==> src/rtl/sfx_sequencer_if.sv <==
// Trigger/control and synth-drive signals between game logic and the sound-effect sequencer.
// The master side raises triggers and mute; the slave (sequencer) drives the synth controls.
interface sfx_sequencer_if;
  logic        trig_wall;
  logic        trig_paddle;
  logic        trig_brick;
  logic        trig_lose;
  logic        mute;
  logic        tick;
  logic        enable;
  logic [15:0] half_period;
  logic        busy;

  modport master (
    output trig_wall, trig_paddle, trig_brick, trig_lose, mute,
    input  tick, enable, half_period, busy
  );

  modport slave (
    input  trig_wall, trig_paddle, trig_brick, trig_lose, mute,
    output tick, enable, half_period, busy
  );
endinterface

==> src/rtl/sfx_sequencer.sv <==
// Sound-effect sequencer: plays short note sequences from an internal ROM on game-event
// triggers, with priority preemption, mute abort and a free-running synth tick prescaler.
module sfx_sequencer #(
  parameter int unsigned TickDiv = 50,
  parameter int unsigned MsDiv   = 50000
) (
  input  logic          clk_i,
  input  logic          rst_i,
  sfx_sequencer_if.slave bus_io
);

  localparam int unsigned TickW = $clog2(TickDiv);
  localparam int unsigned MsW   = $clog2(MsDiv);
  localparam logic [TickW-1:0] TickLast = TickW'(TickDiv - 1);
  localparam logic [MsW-1:0]   MsLast   = MsW'(MsDiv - 1);

  localparam logic [1:0] FxWall   = 2'd0;
  localparam logic [1:0] FxPaddle = 2'd1;
  localparam logic [1:0] FxBrick  = 2'd2;
  localparam logic [1:0] FxLose   = 2'd3;

  typedef enum logic [1:0] {StIdle, StPlay, StGap} state_e;

  typedef struct packed {
    logic        last;
    logic [15:0] hp;
    logic [7:0]  dur;
  } note_t;

  function automatic note_t note_rom(input logic [1:0] fx, input logic [1:0] idx);
    note_t n;
    unique case ({fx, idx})
      {FxWall,   2'd0}: n = '{last: 1'b1, hp: 16'd1000, dur: 8'd20};
      {FxPaddle, 2'd0}: n = '{last: 1'b1, hp: 16'd500,  dur: 8'd30};
      {FxBrick,  2'd0}: n = '{last: 1'b0, hp: 16'd400,  dur: 8'd20};
      {FxBrick,  2'd1}: n = '{last: 1'b1, hp: 16'd300,  dur: 8'd40};
      {FxLose,   2'd0}: n = '{last: 1'b0, hp: 16'd1500, dur: 8'd100};
      {FxLose,   2'd1}: n = '{last: 1'b0, hp: 16'd2000, dur: 8'd100};
      {FxLose,   2'd2}: n = '{last: 1'b1, hp: 16'd3000, dur: 8'd200};
      default:          n = '{last: 1'b1, hp: 16'd0,    dur: 8'd1};
    endcase
    return n;
  endfunction

  state_e           state_q, state_d;
  logic [1:0]       fx_q, fx_d;
  logic [1:0]       idx_q, idx_d;
  logic [15:0]      hp_q, hp_d;
  logic [MsW-1:0]   ms_q, ms_d;
  logic [7:0]       dur_q, dur_d;
  logic [TickW-1:0] tick_cnt_q;

  logic       trig_vld;
  logic [1:0] trig_fx;
  logic       accept;
  note_t      note;

  always_ff @(posedge clk_i) begin
    if (rst_i) begin
      tick_cnt_q <= '0;
    end else if (tick_cnt_q == TickLast) begin
      tick_cnt_q <= '0;
    end else begin
      tick_cnt_q <= tick_cnt_q + 1'b1;
    end
  end

  always_comb begin
    trig_vld = bus_io.trig_wall | bus_io.trig_paddle | bus_io.trig_brick | bus_io.trig_lose;
    if (bus_io.trig_lose)        trig_fx = FxLose;
    else if (bus_io.trig_brick)  trig_fx = FxBrick;
    else if (bus_io.trig_paddle) trig_fx = FxPaddle;
    else                         trig_fx = FxWall;
    accept = ~bus_io.mute & trig_vld & ((state_q == StIdle) | (trig_fx >= fx_q));
  end

  // One ROM port: addresses the incoming effect's first note on accept, else the current note.
  assign note = accept ? note_rom(trig_fx, 2'd0) : note_rom(fx_q, idx_q);

  always_comb begin
    state_d = state_q;
    fx_d    = fx_q;
    idx_d   = idx_q;
    hp_d    = hp_q;
    ms_d    = ms_q;
    dur_d   = dur_q;
    if (bus_io.mute) begin
      state_d = StIdle;
      idx_d   = 2'd0;
      hp_d    = '0;
      ms_d    = '0;
      dur_d   = '0;
    end else if (accept) begin
      fx_d  = trig_fx;
      idx_d = 2'd0;
      ms_d  = '0;
      dur_d = '0;
      if (state_q == StIdle) begin
        state_d = StPlay;
        hp_d    = note.hp;
      end else begin
        // Preempt through a one-cycle gap so the synth phase restarts cleanly.
        state_d = StGap;
      end
    end else begin
      unique case (state_q)
        StPlay: begin
          if (ms_q == MsLast) begin
            ms_d = '0;
            if (dur_q == note.dur - 8'd1) begin
              dur_d = '0;
              if (note.last) begin
                state_d = StIdle;
                hp_d    = '0;
              end else begin
                state_d = StGap;
                idx_d   = idx_q + 2'd1;
              end
            end else begin
              dur_d = dur_q + 8'd1;
            end
          end else begin
            ms_d = ms_q + 1'b1;
          end
        end
        StGap: begin
          state_d = StPlay;
          hp_d    = note.hp;
        end
        default: ;
      endcase
    end
  end

  always_ff @(posedge clk_i) begin
    if (rst_i) begin
      state_q <= StIdle;
      fx_q    <= FxWall;
      idx_q   <= 2'd0;
      hp_q    <= '0;
      ms_q    <= '0;
      dur_q   <= '0;
    end else begin
      state_q <= state_d;
      fx_q    <= fx_d;
      idx_q   <= idx_d;
      hp_q    <= hp_d;
      ms_q    <= ms_d;
      dur_q   <= dur_d;
    end
  end

  assign bus_io.tick        = (tick_cnt_q == TickLast);
  assign bus_io.enable      = (state_q == StPlay);
  assign bus_io.busy        = (state_q != StIdle);
  assign bus_io.half_period = hp_q;

endmodule

==> src/flat_wrapper.sv <==
// flat-port wrapper written by rule: the top's interface ports become plain ports
module sfx_sequencer_flat 
#(
  parameter int unsigned TickDiv = 50,
  parameter int unsigned MsDiv   = 50000
)
  (clk_i, rst_i, bus_io_trig_wall, bus_io_trig_paddle, bus_io_trig_brick, bus_io_trig_lose, bus_io_mute, bus_io_tick, bus_io_enable, bus_io_half_period, bus_io_busy);
  sfx_sequencer_if bus_io_i ();
  input  logic clk_i;
  input  logic rst_i;
  input wire logic [$bits(bus_io_i.trig_wall)-1:0] bus_io_trig_wall;
  input wire logic [$bits(bus_io_i.trig_paddle)-1:0] bus_io_trig_paddle;
  input wire logic [$bits(bus_io_i.trig_brick)-1:0] bus_io_trig_brick;
  input wire logic [$bits(bus_io_i.trig_lose)-1:0] bus_io_trig_lose;
  input wire logic [$bits(bus_io_i.mute)-1:0] bus_io_mute;
  output wire logic [$bits(bus_io_i.tick)-1:0] bus_io_tick;
  output wire logic [$bits(bus_io_i.enable)-1:0] bus_io_enable;
  output wire logic [$bits(bus_io_i.half_period)-1:0] bus_io_half_period;
  output wire logic [$bits(bus_io_i.busy)-1:0] bus_io_busy;
  assign bus_io_i.trig_wall = bus_io_trig_wall;
  assign bus_io_i.trig_paddle = bus_io_trig_paddle;
  assign bus_io_i.trig_brick = bus_io_trig_brick;
  assign bus_io_i.trig_lose = bus_io_trig_lose;
  assign bus_io_i.mute = bus_io_mute;
  assign bus_io_tick = bus_io_i.tick;
  assign bus_io_enable = bus_io_i.enable;
  assign bus_io_half_period = bus_io_i.half_period;
  assign bus_io_busy = bus_io_i.busy;
  sfx_sequencer #(.TickDiv(TickDiv), .MsDiv(MsDiv)) u_core (.clk_i(clk_i), .rst_i(rst_i), .bus_io(bus_io_i));
endmodule
==> config.mk <==
export PLATFORM = sky130hd
export DESIGN_NAME = sfx_sequencer_flat
export DESIGN_NICKNAME = d
export VERILOG_FILES = /design/src/rtl/sfx_sequencer_if.sv /design/src/rtl/sfx_sequencer.sv /design/src/flat_wrapper.sv
export SDC_FILE = /design/constraint.sdc
export NUM_CORES = 1
export LEC_CHECK = 0
export CORE_UTILIZATION = 41
export CTS_CLUSTER_SIZE = 40
export DETAILED_ROUTE_END_ITERATION = 6
export PLACE_DENSITY = 0.6
export SYNTH_ARGS = -nofsm -noshare
export SYNTH_HDL_FRONTEND = slang
export SYNTH_SLANG_ARGS = --single-unit
==> constraint.sdc <==
create_clock -name clk_i -period 6.7 [get_ports clk_i]
set_input_delay 1.34 -clock clk_i [delete_from_list [all_inputs] [get_ports clk_i]]
set_output_delay 1.34 -clock clk_i [all_outputs]
set_load 0.005 [all_outputs]
# After elaboration in Yosys (flattened, before gate mapping)
# Index checks and enable logic that the tools add are counted.
# totals
reg_bits	52
output_inout_bits	19
elab_cells	72
# classes
add_sub_neg	5
n_lt_le_gt_ge	1
n_eq_ne	18
n_mux	20
n_bitwise	8
reduce_logical	13
# op_table
op	count
case mux 25 bit (7 select lines)	1
case mux 25 bit (4 select lines)	1
two-way mux 16 bit	6
case mux 16 bit (2 select lines)	1
two-way mux 25 bit	1
== test 4 bit, second input constant	5
adder 16 x 1 -> 16 bit, second input constant	1
== test 16 bit, second input constant	1
two-way mux 2 bit	7
inequality test 3 x 1 -> 1 bit, second input constant	3
adder 8 x 1 -> 8 bit, second input constant	1
== test 8 bit	1
two-way mux 8 bit	1
subtractor 8 x 1 -> 8 bit, second input constant	1
adder 6 x 1 -> 6 bit, second input constant	1
== test 2 bit, second input constant	3
== test 6 bit, second input constant	1
AND reduction 5 bit	1
== test 2 x 1 -> 1 bit, second input constant	2
== test 4 x 3 -> 1 bit, second input constant	1
zero test 2 bit	2
zero test 4 bit	1
OR 1 bit	4
case mux 2 bit (2 select lines)	1
13 further kinds	17

# Logic depth before layout (Yosys ltp)
# Gate-level depths: netlist (run 1).
# logic_depth
word_depth	13
mapped_depth	19

# Worst setup path after synthesis (run 1)
# No wires, ideal clock.
# synth_timing
path_type	input-to-reg
startpoint	input port bus_io_trig_brick
endpoint	register u_core.hp_q[7], in the netlist u_core.bus_io.half_period[7]
arrival_ns	4.769
required_ns	6.583
slack_ns	1.814
cell_stages	18
path_buffers	1
cell_sequence	inv_1 a21oi_1 ha_1 nand2b_4 a211oi_4 nor2_2 clkbuf_1 nor3_1 a21oi_1 ha_1 xor2_1 o21ai_0 a21oi_1 or4_4 a21oi_2 a41o_2 nand3_4 a32o_1
# synth_between
elab_chain_cells	10
# synth_rtl
element	line	source
start, declared	flat_wrapper.sv:13	input wire logic [$bits(bus_io_i.trig_brick)-1:0] bus_io_trig_brick;
two-way mux 2 bit	sfx_sequencer.sv:71	else if (bus_io.trig_brick) trig_fx = FxBrick;
two-way mux 2 bit	sfx_sequencer.sv:70	if (bus_io.trig_lose) trig_fx = FxLose;
>= comparator 2 bit	sfx_sequencer.sv:74	accept = ~bus_io.mute & trig_vld & ((state_q == StIdle) | (trig_fx >= fx_q));
OR 1 bit	sfx_sequencer.sv:74	
bitwise AND 1 bit	sfx_sequencer.sv:74	
two-way mux 25 bit	sfx_sequencer.sv:78	assign note = accept ? note_rom(trig_fx, 2'd0) : note_rom(fx_q, idx_q);
subtractor 8 x 1 -> 8 bit	sfx_sequencer.sv:110	if (dur_q == note.dur - 8'd1) begin
== test 8 bit	sfx_sequencer.sv:110	
inequality test 3 x 1 -> 1 bit (no source line)	--	
AND reduction 5 bit (no source line)	--	
end signal, assigned	sfx_sequencer.sv:147	hp_q <= hp_d;
end, declared	sfx_sequencer.sv:48	logic [15:0] hp_q, hp_d;
# Several ways; a longest one is shown, not always the timed one. The select of a mux whose other input is x is not followed.
# A chain may end at the register's enable or synchronous reset.

# Worst setup path after layout (run 1)
# layout_timing
startpoint	input port bus_io_trig_brick
endpoint	register u_core.hp_q[10], in the netlist u_core.bus_io.half_period[10]
# Same word-level chain as after synthesis.

==> out/metrics.csv, run 1 <==
metric;value;unit
status;finished clean;
Fillers;682;
clock root cell;clkbuf_8;
DR vias/cell;5.417;
Critical Path AT;5.70;ns
area of the multi-input gates;1891;um2
CTS H-tree lvls;2;
post-cts hold buffer count;0;
Worst VDD drop;0.1405;mV
critical setup path kind;input pin to register;
TritonCTS clock tree;done;
I/O pin total;26;
Post-DP HPWL;4.876;mm
die width;87.35;um
n_diodes;0;
peak fanout along the critical path;16;
Syn Inst Count;363;
CTS buffer count;5;
worst-skew pair later-pin latency;0.30;ns
RSZ-0062 raised after global routing;no;
gr ovfl total;0;
DRT antenna net count;0;
Reg clk slew, reported paths;0.09;ns
CTS Buffer Depth;2;
port buffer count;19;
met1 Use GR;25.06;%
GR Util met3;2.749;%
router iterations before antenna repair;5;
Core Box Area;6907;um2
synthesis-to-layout area growth;10.47;%
Placed Cells;460;
post-CTS sizing;0;
Via Count;2535;
Die Y;87.35;um
Setup crit end kind;register;
Synth Warn #;0;
Final Util;47.77;%
Storage cell area;920.9;um2
shortest period the worst path allows;5.516;ns
layout cell share with drive strength beyond 1;9.946;%
Post-Route WL;6.626;mm
gpl congestion;0.8664;
Setup Viol. Count Final;0;
crit start category;input pin;
Post-CTS Setup Bufs;0;
starting density of the core;43.24;%
GRT Overall Usage;18.13;%
Min Hold Slack;0.4690;ns
Max Clk Rate;181.3;MHz
nets;392;
Rel. slew slack;51.92;%
final std cells w/o fill;468;
pin slew with the least headroom to its limit;0.7203;ns
row cnt;30;
vias in the first global route;2322;
Starting DRT DRC Count;123;
Die ar.;7630;um2
min-delay worst type;register to register;
Tcrit/Tclk final;82.33;%
syn avg cell area;8.228;um2
CP required;6.88;ns
Max-Cap Viols;0;
register area share after synthesis;30.83;%
initial antenna violation count;0;
DR WL/cell;14.16;um
met2 Resource Use GR;28.98;%
CTS sink count;46;
LEAKAGE;1.136;nW
fin. max-slew vios;0;
synthesized cell area;2987;um2
synth unique cells;68;
global-route wire length before repair;10.93;mm
ys async rst share;0;%
Yosys reg bits;46;
GR peak layer;met2;
main flop type after synthesis;dfxtp_1;
Layout Skew;0.005073;ns
design area;3299;um2
# DRC;0;
largest net degree at the start of global routing;21;
setup TNS;0;ns
Final Hold Viols;0;
placed cell areas;3182;um2
number of synthesized flops with an enable pin;0;
pwr dens;178.7;nW/um2
[synthesized netlist by cell type, types with 7 or more instances]
| cell type | instances | share of area, % |
|---|---|---|
| nand2_1 | 36 | 4.5 |
| o21ai_0 | 10 | 1.7 |
| buf_4 | 8 | 2.0 |
| inv_1 | 14 | 1.8 |
| dfxtp_1 | 46 | 31 |
| ha_1 | 14 | 5.9 |
| nand3_1 | 11 | 1.8 |
| nor3_1 | 7 | 1.2 |
| clkbuf_1 | 8 | 1.0 |
| xor2_1 | 17 | 5.0 |
| nand4_1 | 7 | 1.5 |
| xnor2_1 | 11 | 3.2 |
| a21oi_1 | 25 | 4.2 |
| nor2_1 | 50 | 6.3 |
[registers in the layout (all words and copies together), names as in the netlist]
| register | cells |
|---|---|
| u_core.state_q | 2 |
| u_core.dur_q | 8 |
| u_core.tick_cnt_q | 6 |
| u_core.idx_q | 2 |
| u_core.ms_q | 16 |
| u_core.fx_q | 2 |
| u_core.bus_io.half_period | 10 |
[placed cells by master, fill, tap and decap left out, types with 3 or more instances in the layout]
master | synthesis | final
a211oi_2 | 4 | 4
nor2b_1 | 4 | 4
xnor2_1 | 11 | 11
or2_2 | 3 | 3
o21a_1 | 3 | 3
o221ai_1 | 3 | 3
nand3_1 | 11 | 11
mux2i_1 | 6 | 6
nor4_1 | 4 | 4
xor2_1 | 17 | 17
a21oi_1 | 25 | 25
conb_1 | 1 | 6
ha_1 | 14 | 14
nand2_1 | 36 | 36
clkbuf_8 | 0 | 5
inv_1 | 14 | 14
o31ai_1 | 3 | 3
a211oi_1 | 3 | 3
nor3_1 | 7 | 7
nand4_1 | 7 | 7
dfxtp_1 | 46 | 46
a31oi_1 | 6 | 6
clkdlybuf4s50_1 | 0 | 19
o21ai_0 | 10 | 10
and3_1 | 6 | 6
nor2_1 | 50 | 50
[path summary, 6_finish.rpt]
check | depth (start not counted) | slack, ns | start | endpoint
worst max-delay path | 18 | 1.18 | bus_io_trig_brick | u_core.bus_io.half_period[10]$_SDFFE_PP0P_
worst min-delay path | 2 | 0.47 | u_core.bus_io.half_period[4]$_SDFFE_PP0P_ | u_core.bus_io.half_period[4]$_SDFFE_PP0P_
worst max register to register | 15 | 2.31 | u_core.fx_q[0]$_SDFFE_PP0P_ | u_core.bus_io.half_period[10]$_SDFFE_PP0P_
worst min register to register | 2 | 0.47 | u_core.bus_io.half_period[4]$_SDFFE_PP0P_ | u_core.bus_io.half_period[4]$_SDFFE_PP0P_
[worst max-delay path, stage by stage]
cell	delay, ns
clkdlybuf4s50_1	0.52
inv_1	0.05
a21oi_1	0.35
ha_1	0.31
nand2b_4	0.15
a211oi_4	0.38
nor2_2	0.23
nor3_1	0.22
a21oi_1	0.06
ha_1	0.25
xor2_1	0.16
o21ai_0	0.09
a21oi_1	0.11
or4_4	0.54
a21oi_2	0.17
a41o_2	0.30
and3_1	0.35
a211oi_2	0.11
[layer usage]
metal	part of all wire (%)	wire, um
met5	0	0
met4	1.7	112
met3	3.9	257
met2	45	2970
met1	50	3285
[per-stage QoR]
stage / power, W / setup slack [ns]
after global placement: 0.0003761 / 1.011
after floorplan: 0.0003562 / 1.814
after detailed placement: 0.0003760 / 0.9000
after CTS: 0.0005963 / 1.208
final: 0.0005895 / 1.184
after global routing: 0.0006157 / 0.9957
[logic make-up after synthesis]
group / Yosys count / share of synthesized area [%]
other: 1 / 0.1256
adders and majority gates: 14 / 5.865
xor gates and xnor gates: 28 / 8.211
muxes: 7 / 2.388
buffers and inverters: 38 / 6.493
DFF: 46 / 30.83
and+or+nand+nor: 147 / 25.05
AOI/OAI and AO/OA: 82 / 21.03
[where the power goes]
part | internal (W) | total (W) | switching, W | leakage [nW]
sequential | 0.000279 | 0.000288 | 0.00000931 | 0.373
clock | 0.000114 | 0.000219 | 0.000105 | 0.0563
combinational | 0.0000341 | 0.0000826 | 0.0000485 | 0.707
[final cells by class]
type / instances / area share [%]
clock buffers: 5 / 2.086
repair buffers: 20 / 5.992
well taps: 96 / 3.640
clock inverters: 3 / 1.479
flip-flops and latches: 46 / 27.91
multi-input cells: 284 / 57.30
inverters: 14 / 1.593
Power figures use the tool's default switching activity.
==> inputs of run 2 (changes only) <==
--- a/config.mk
+++ b/config.mk
@@ -8,7 +8,7 @@
 export CORE_UTILIZATION = 41
 export CTS_CLUSTER_SIZE = 40
 export DETAILED_ROUTE_END_ITERATION = 6
-export PLACE_DENSITY = 0.6
+export PLACE_DENSITY = 0.62
 export SYNTH_ARGS = -nofsm -noshare
 export SYNTH_HDL_FRONTEND = slang
 export SYNTH_SLANG_ARGS = --single-unit
==> constraint.sdc (replaced) <==
create_clock -name clk_i -period 4.7 [get_ports clk_i]
set_input_delay 0.94 -clock clk_i [delete_from_list [all_inputs] [get_ports clk_i]]
set_output_delay 0.94 -clock clk_i [all_outputs]
set_load 0.005 [all_outputs]
==> out/metrics.csv, run 2 (same netlist as run 1, synthesis figures left out) <==
metric;value;unit
most common cell after layout, fill and taps aside;nor2_1;
die width;87.35;um
GRT Overall Usage;18.39;%
nets;410;
synthesis-to-layout area growth;14.08;%
Final Hold Viols;0;
gpl congestion;0.8299;
Starting DRT DRC Count;160;
Critical Path AT;4.64;ns
Critical Path, Cell by Cell;clkdlybuf4s50_1 > buf_4 > nor2_1 > inv_1 > ha_1 > a211oi_4 > nor2_2 > nor3_1 > a21oi_1 > ha_1 > xor2_1 > o21ai_0 > a21oi_1 > or4_4 > a21oi_2 > a41o_2 > and3_1 > a211oi_2;
status;finished clean;
critical path depth;18;
n_diodes;0;
R2R cell count;15;
global-route wire length before repair;11.16;mm
CTS H-tree lvls;2;
Worst VDD drop;0.1578;mV
pwr dens;232.1;nW/um2
Slowest-stage cell, CP;or4_4;
Max Clk Rate;225.0;MHz
CP Buf/Inv Count;3;
layout cell share with drive strength beyond 1;14.10;%
Hold Crit Depth;2;
CTS buffer count;5;
vias in the first global route;2352;
Max-Cap Viols;0;
I/O pin total;26;
Die ar.;7630;um2
TritonCTS clock tree;done;
placed cell areas;3317;um2
initial antenna violation count;0;
post-cts hold buffer count;0;
Core Box Area;6907;um2
critical setup path kind;input pin to register;
Pwr Total;0.0007907;W
Post-DP HPWL;4.970;mm
CP required;4.89;ns
Layout Skew;0.007642;ns
pin slew with the least headroom to its limit;0.6720;ns
post-CTS sizing;0;
crit start category;input pin;
gr ovfl total;0;
CTS sink count;46;
register-to-register setup slack;0.76;ns
router iterations before antenna repair;4;
Setup crit end kind;register;
Final Util;49.33;%
Most flops, register;u_core.ms_q;
Via Count;2579;
setup TNS;0;ns
# DRC;0;
fin. max-slew vios;0;
max reg flops;16;
DR vias/cell;5.307;
worst-skew pair later-pin latency;0.31;ns
row cnt;30;
starting density of the core;43.24;%
crit-path leading delay family;simple AND/OR/NAND/NOR gates;
most frequent cells in the layout;50 x nor2_1, 46 x dfxtp_1, 36 x nand2_1, 25 x a21oi_1;
CP peak stage delay;0.52;ns
clock root cell;clkbuf_8;
Die Y;87.35;um
Rel. slew slack;55.08;%
CTS Buffer Depth;2;
DR WL/cell;13.69;um
Post-Route WL;6.651;mm
design area;3407;um2
largest net degree at the start of global routing;20;
DRT antenna net count;0;
Reg clk slew, reported paths;0.10;ns
peak fanout along the critical path;6;
LEAKAGE;1.210;nW
Post-CTS Setup Bufs;0;
Tcrit/Tclk final;94.58;%
min-delay worst type;register to register;
RSZ-0062 raised after global routing;no;
Setup Viol. Count Final;0;
shortest period the worst path allows;4.445;ns
port buffer count;19;
Min Hold Slack;0.4655;ns
## run 2: changes by cell type in the layout (fill, tap and decap cells not counted)
| cell | delta |
|---|---|
| buf_4 | +18 |
| bufinv_16 | -1 |
| clkinv_2 | +1 |
| clkinv_4 | +1 |
| inv_8 | -1 |
## run 2: layout make-up
type,instances,area (um2)
sequential,46,920.9
multi-input combinational,284,1891
timing repair buffer,38,332.8
clock inverter,3,21.27
tap,96,120.1
inverter,14,52.55
fill,677,3500
clock buffer,5,68.82
## run 2: path summary, 6_finish.rpt
kind                                                endpoint                                 startpoint
setup / recovery  u_core.bus_io.half_period[10]$_SDFFE_PP0P_                          bus_io_trig_brick
hold / removal     u_core.bus_io.half_period[4]$_SDFFE_PP0P_  u_core.bus_io.half_period[4]$_SDFFE_PP0P_
setup reg to reg  u_core.bus_io.half_period[10]$_SDFFE_PP0P_                u_core.fx_q[1]$_SDFFE_PP0P_
hold reg to reg    u_core.bus_io.half_period[4]$_SDFFE_PP0P_  u_core.bus_io.half_period[4]$_SDFFE_PP0P_
## run 2: tightest hold or removal path: stages, from the launching register on
cell     delay (ns)
dfxtp_1        0.32
nand2_1        0.05
mux2i_1        0.06
## run 2: metal layers
layer,share of wire [%],vias to the layer above,GRT usage (%)
li1,-,1336,-
met1,49,1187,26.17
met2,46,51,29.40
met3,4.3,5,2.559
met4,0.66,0,4.024
met5,0,-,0
## run 2: power breakdown
group / internal, W / switching (W) / total [W] / leakage (nW)
clock network: 0.000105 / 0.000146 / 0.000251 / 0.0441
logic: 0.0000584 / 0.0000747 / 0.000133 / 0.794
registers: 0.000397 / 0.00000915 / 0.000406 / 0.373
total: 0.000560 / 0.000230 / 0.000791 / 1.21
## run 2: through the flow
step	setup WS (ns)	instances
floorplan	0.2139	368
global placement	0.002702	478
detailed placement	-0.04994	478
CTS	0.2716	486
global route	0.01651	486
finish	0.2547	486
